**src/rtl/arb2_rr.sv**
```systemverilog
// Two-source round-robin arbiter feeding a single registered output slot.
// Optional per-source saturating grant counters are built when ARB2_RR_CNT_EN is defined.
module arb2_rr #(
    parameter int BW_DATA = 4,
    parameter int BW_CNT  = 8
) (
    input  logic               i_clk,
    input  logic               i_rst,
    input  logic               i_valid0,
    input  logic [BW_DATA-1:0] i_in0,
    output logic               o_ready0,
    input  logic               i_valid1,
    input  logic [BW_DATA-1:0] i_in1,
    output logic               o_ready1,
    output logic               o_valid,
    output logic [BW_DATA-1:0] o_data,
    output logic               o_sel,
    input  logic               i_ready,
    output logic [BW_CNT-1:0]  o_cnt0,
    output logic [BW_CNT-1:0]  o_cnt1
);

    typedef enum logic {PRI0 = 1'b0, PRI1 = 1'b1} pri_t;

    pri_t               state_q, state_d;
    logic               grant0, grant1, ld;
    logic               xfer0, xfer1;
    logic               valid_q, valid_d;
    logic [BW_DATA-1:0] data_q, data_d;
    logic               sel_q, sel_d;

    // The slot can take new data when empty or when its current word drains this cycle.
    assign ld = ~valid_q | i_ready;

    always_ff @(posedge i_clk) begin
        if (i_rst) state_q <= PRI0;
        else       state_q <= state_d;
    end

    always_comb begin
        state_d = state_q;
        if (ld && grant0)      state_d = PRI1;
        else if (ld && grant1) state_d = PRI0;
    end

    always_comb begin
        grant0   = i_valid0 & (~i_valid1 | (state_q == PRI0));
        grant1   = i_valid1 & (~i_valid0 | (state_q == PRI1));
        o_ready0 = ld & grant0 & ~i_rst;
        o_ready1 = ld & grant1 & ~i_rst;
        xfer0    = o_ready0;
        xfer1    = o_ready1;
    end

    always_comb begin
        valid_d = valid_q;
        data_d  = data_q;
        sel_d   = sel_q;
        if (ld) begin
            valid_d = grant0 | grant1;
            if (grant0) begin
                data_d = i_in0;
                sel_d  = 1'b0;
            end else if (grant1) begin
                data_d = i_in1;
                sel_d  = 1'b1;
            end
        end
    end

    always_ff @(posedge i_clk) begin
        if (i_rst) begin
            valid_q <= 1'b0;
            data_q  <= '0;
            sel_q   <= 1'b0;
        end else begin
            valid_q <= valid_d;
            data_q  <= data_d;
            sel_q   <= sel_d;
        end
    end

    assign o_valid = valid_q;
    assign o_data  = data_q;
    assign o_sel   = sel_q;

`ifdef ARB2_RR_CNT_EN
    localparam logic [BW_CNT-1:0] CNT_ONE = {{(BW_CNT-1){1'b0}}, 1'b1};

    logic [BW_CNT-1:0] cnt0_q, cnt0_d, cnt1_q, cnt1_d;

    // Counters stick at all-ones rather than wrapping.
    always_comb begin
        cnt0_d = cnt0_q;
        cnt1_d = cnt1_q;
        if (xfer0 && (cnt0_q != '1)) cnt0_d = cnt0_q + CNT_ONE;
        if (xfer1 && (cnt1_q != '1)) cnt1_d = cnt1_q + CNT_ONE;
    end

    always_ff @(posedge i_clk) begin
        if (i_rst) begin
            cnt0_q <= '0;
            cnt1_q <= '0;
        end else begin
            cnt0_q <= cnt0_d;
            cnt1_q <= cnt1_d;
        end
    end

    assign o_cnt0 = cnt0_q;
    assign o_cnt1 = cnt1_q;
`else
    logic unused_xfer;
    assign unused_xfer = xfer0 ^ xfer1;
    assign o_cnt0 = '0;
    assign o_cnt1 = '0;
`endif

endmodule

```
**config.mk**
```make
export PLATFORM = sky130hd
export DESIGN_NAME = arb2_rr
export DESIGN_NICKNAME = d
export VERILOG_FILES = /design/src/rtl/arb2_rr.sv
export SDC_FILE = /design/constraint.sdc
export NUM_CORES = 1
export LEC_CHECK = 0
export ABC_AREA = 1
export CAP_MARGIN = 20
export CORE_MARGIN = 2
export CORE_UTILIZATION = 35
export CTS_CLUSTER_DIAMETER = 150
export DETAILED_ROUTE_END_ITERATION = 8
export GPL_ROUTABILITY_DRIVEN = 1
export GPL_TIMING_DRIVEN = 0
export PLACE_DENSITY = 0.82
export SYNTH_ARGS = -nofsm -noshare
export SYNTH_HDL_FRONTEND = slang
export SYNTH_SLANG_ARGS = --single-unit
export TNS_END_PERCENT = 10
```
**constraint.sdc**
```tcl
create_clock -name i_clk -period 1.4 [get_ports i_clk]
set_input_delay 0.21 -clock i_clk [delete_from_list [all_inputs] [get_ports i_clk]]
set_output_delay 0.21 -clock i_clk [all_outputs]
set_load 0.05 [all_outputs]
```
; Word-level counts from Yosys, hierarchy flattened
; Index checks and enable logic that the tools add are counted.
[word_totals]
register_bits = 7
[classes]
reduce_logical = 5
n_mux = 6
bitwise_logic = 15
[op_table]
columns = operator, count
row1 = 4-bit two-way mux, 2
row2 = 1-bit bitwise AND, 6
row3 = 1-bit NOT, 5
row4 = 1-bit two-way mux, 4
row5 = 1-bit bitwise OR, 4
row6 = 2-bit nonzero test, 2
row7 = 1-bit logical AND, 2
row8 = 2-bit AND reduction, 1

; Longest topological paths before layout
[depth]
word_depth = 6
mapped_depth = 8
depth_no_buf = 6

; Worst setup path before layout
; OpenSTA, ideal clock, no wires.
[synth_path]
path_kind = register -> output
startpoint = register valid_q, in the netlist o_valid
endpoint = output o_ready0
path_buffers = 0
t_required_ns = 1.190
arrival_time_ns = 1.419
path_stages_with_launch = 4
path_slack_ns = -0.229
path_cell_list = dfxtp_1 nand2_1 nand3_1 nor2_1
[synth_between]
elab_chain_len = 4
[synth_lines]
columns = element, line_no
row1 = from (decl), 28  ; logic valid_q, valid_d;
row2 = from (signal assigned), 77  ; valid_q <= valid_d;
row3 = 1-bit NOT, 33  ; assign ld = ~valid_q | i_ready;
row4 = 1-bit bitwise OR, 33
row5 = 1-bit bitwise AND (2 in a row), 49  ; o_ready0 = ld & grant0 & ~i_rst;
row6 = to (decl), 11  ; output logic o_ready0,
; Every way passes these cells.

; Worst setup path in the final report
[layout_path]
startpoint = register valid_q, in the netlist o_valid
endpoint = output o_valid
[layout_lines]
columns = element, line_no
row1 = to (decl), 15  ; output logic o_valid,
; No word-level cell between the ends.

==> results.md <==
* Status: finished clean
* Synth top area share at 0.281
* Hold Slack at 0.266 ns
* Crit start category: flop
* Layout area overhead at 71.6%
* Total gr overflow at 0
* Global-route wire length before repair at 1.69 mm
* Most frequent cells in the layout: 20 x nand2_1, 18 x buf_4, 16 x conb_1, 9 x clkdlybuf4s50_1, 8 x nor2_1
* Post-synth top area cell: dfxtp_1
* Vias in the first global route at between 400 and 500
* Pre-antenna DRT Iters at 2
* Highest cell delay on the worst timing path at between 0.5 and 0.6 ns
* Fmax at about 0.74 GHz
* Post-synthesis instance area at roughly 500 um^2
* Synth area leaders: dfxtp_1 28%, buf_4 24%, nand2_1 17%, nor2_1 7.5%, nand3_1 6.0%
* Setup TNS at 0 ns
* Avg Inst Size Synth at 6.38 um^2
* Critical Path RT at 1.19 ns
* Most common cell after layout, fill and taps aside: nand2_1
* Die height at 41.7 um
* Yosys warns at 0
* Max IR drop VDD at 0.000515 V
* Worst-case clock buffer depth at 2
* Pin count of the biggest net entering global routing at 11
* Clk root buf: clkbuf_4
* Hold_buf cts at 0
* Final Cycle Share at 0.963
* Worst EP arrival at 1.14 ns
* Num CTS Buffers at 3
* CTS tree: yes
* Diode count at 0
* Top Ports at 37
* H-tree depth at 1
* Register area share after synthesis at 0.281
* Max-Cap Viols at 0
* Via count at 521
* Final WL at roughly 1.1 mm
* Static leakage at 0.499 nW
* Critical setup path kind: reg2out
* Yosys reg bits at 7
* Fin nets at 132
* Skew-Pair Late Insertion Delay at 0.26 ns
* Crit-path slowest cell: clkdlybuf4s15_1
* Initial DRC Count at 4
* DR WL/cell at 8.61 um
* Die width at 41.7 um
* DPL Wire Length at 819 um
* Worst path bufs/invs at 1
* Detail Route Antenna Nets at 0
* Floorplan core area at about 1300 um^2
* Fin crit period at 1.35 ns
* Yosys cell types at 11
* Rows at 13
* Die Area at 1740 um^2
* DRC errors left at 0
* Clock tree sinks at 7
* CP Capture Type: output port
* CTS clk-pin slew, worst paths at 0.06 ns
* Final max-slew violation count at 0
* PwrDens at 906 nW/um^2
* Share of layout cells above drive strength 1 at 0.314
* Final setup viols at 0
* Largest delay contributor family on the critical path: buffers and inverters
* Hold Path Class: in2reg
* Final Hold Viols at 0
* Global Route Usage Sum at 0.129
* Port bufs at 19
* Critical-path cell list: clkdlybuf4s15_1
* Vias/cell at a little under 4
* Post-Syn Instances at 78
* Initial antenna violation count at 0
* Dpl cell area at about 770 um^2
* Crit-path max FO at 2
* Design area at 855 um^2
* Starting Density at 0.378
* Gpl congestion at 0.804
* Final design utilization at 0.649
* Clock Skew at 0.00704 ns
-- cell type report --
| class | count | area (um^2) |
|---|---|---|
| Clock inverter | 1 | 5.00 |
| Fill cell | 128 | 463 |
| Multi-Input combinational cell | 59 | 280 |
| Sequential cell | 7 | 141 |
| Clock buffer | 3 | 22.5 |
| Tap cell | 15 | 18.8 |
| Inverter | 9 | 33.8 |
| Buffer | 18 | 143 |
| Timing Repair Buffer | 21 | 210 |
-- where the power goes --
part / switching [W] / internal, W / total (W)
Combinational: 0.000237 / 0.000120 / 0.000357
Sequential: 0.0000108 / 0.000218 / 0.000229
Clock: 0.0000829 / 0.000105 / 0.000188
Total: 0.000331 / 0.000443 / 0.000774
-- state kept, by name, indices dropped and copies added (netlist names) --
| signal | count |
|---|---|
| o_data | 4 |
| state_q | 1 |
| o_valid | 1 |
| o_sel | 1 |
-- synthesized netlist by cell type --
library cell,n
nand3_1,6
conb_1,1
dfxtp_1,7
nand2_1,22
inv_1,8
inv_2,1
buf_6,2
nand2_2,2
buf_4,16
a21oi_1,3
nor2_1,10
-- logic make-up after synthesis --
family / count (synthesis) / share of synthesized area
AND/OR/NAND/NOR: 40 / 0.327
buffers and inverters: 27 / 0.354
flip-flops: 7 / 0.281
AO/OA/AOI/OAI: 3 / 0.0301
other: 1 / 0.00753
-- through the flow --
step           setup WS, ns  power (W)  std cells
3_3_place_gp         -0.712   0.000573        127
2_1_floorplan       -0.0152   0.000496         93
5_1_grt            -0.00475   0.000814        133
6_report             0.0520   0.000774        133
3_5_place_dp         -0.715   0.000577        127
4_1_cts              -0.136   0.000755        131
-- timing repair --
item	CTS	global route
setup endpoints to repair	8	2
buffers inserted	0	2
pin swaps	0	3
gates resized for setup	18	16
-- metal layers --
| layer | track usage | part of all wire | vias up |
|---|---|---|---|
| li1 | - | - | 282 |
| met1 | 0.133 | 0.38 | 210 |
| met2 | 0.209 | 0.51 | 24 |
| met3 | 0.0348 | 0.072 | 5 |
| met4 | 0.116 | 0.034 | 0 |
| met5 | 0 | 0 | - |
-- final timing paths --
check        slack, ns  cells after the start         to      from
max               0.05                      1    o_valid   o_valid
min               0.27                      3    state_q  i_valid0
max reg2reg       0.33                      7  o_data[1]   o_valid
min reg2reg       0.47                      2      o_sel     o_sel
-- worst register-to-register path, stage by stage, from the launching register on --
cell and delay [ns]:
dfxtp_1 0.37, nand2_4 0.08, buf_4 0.14, nand2_2 0.07, buf_6 0.13, nand2_1 0.05, nand2_1 0.06, nor2_1 0.05
Note: power is estimated with default switching activity, not from simulation.
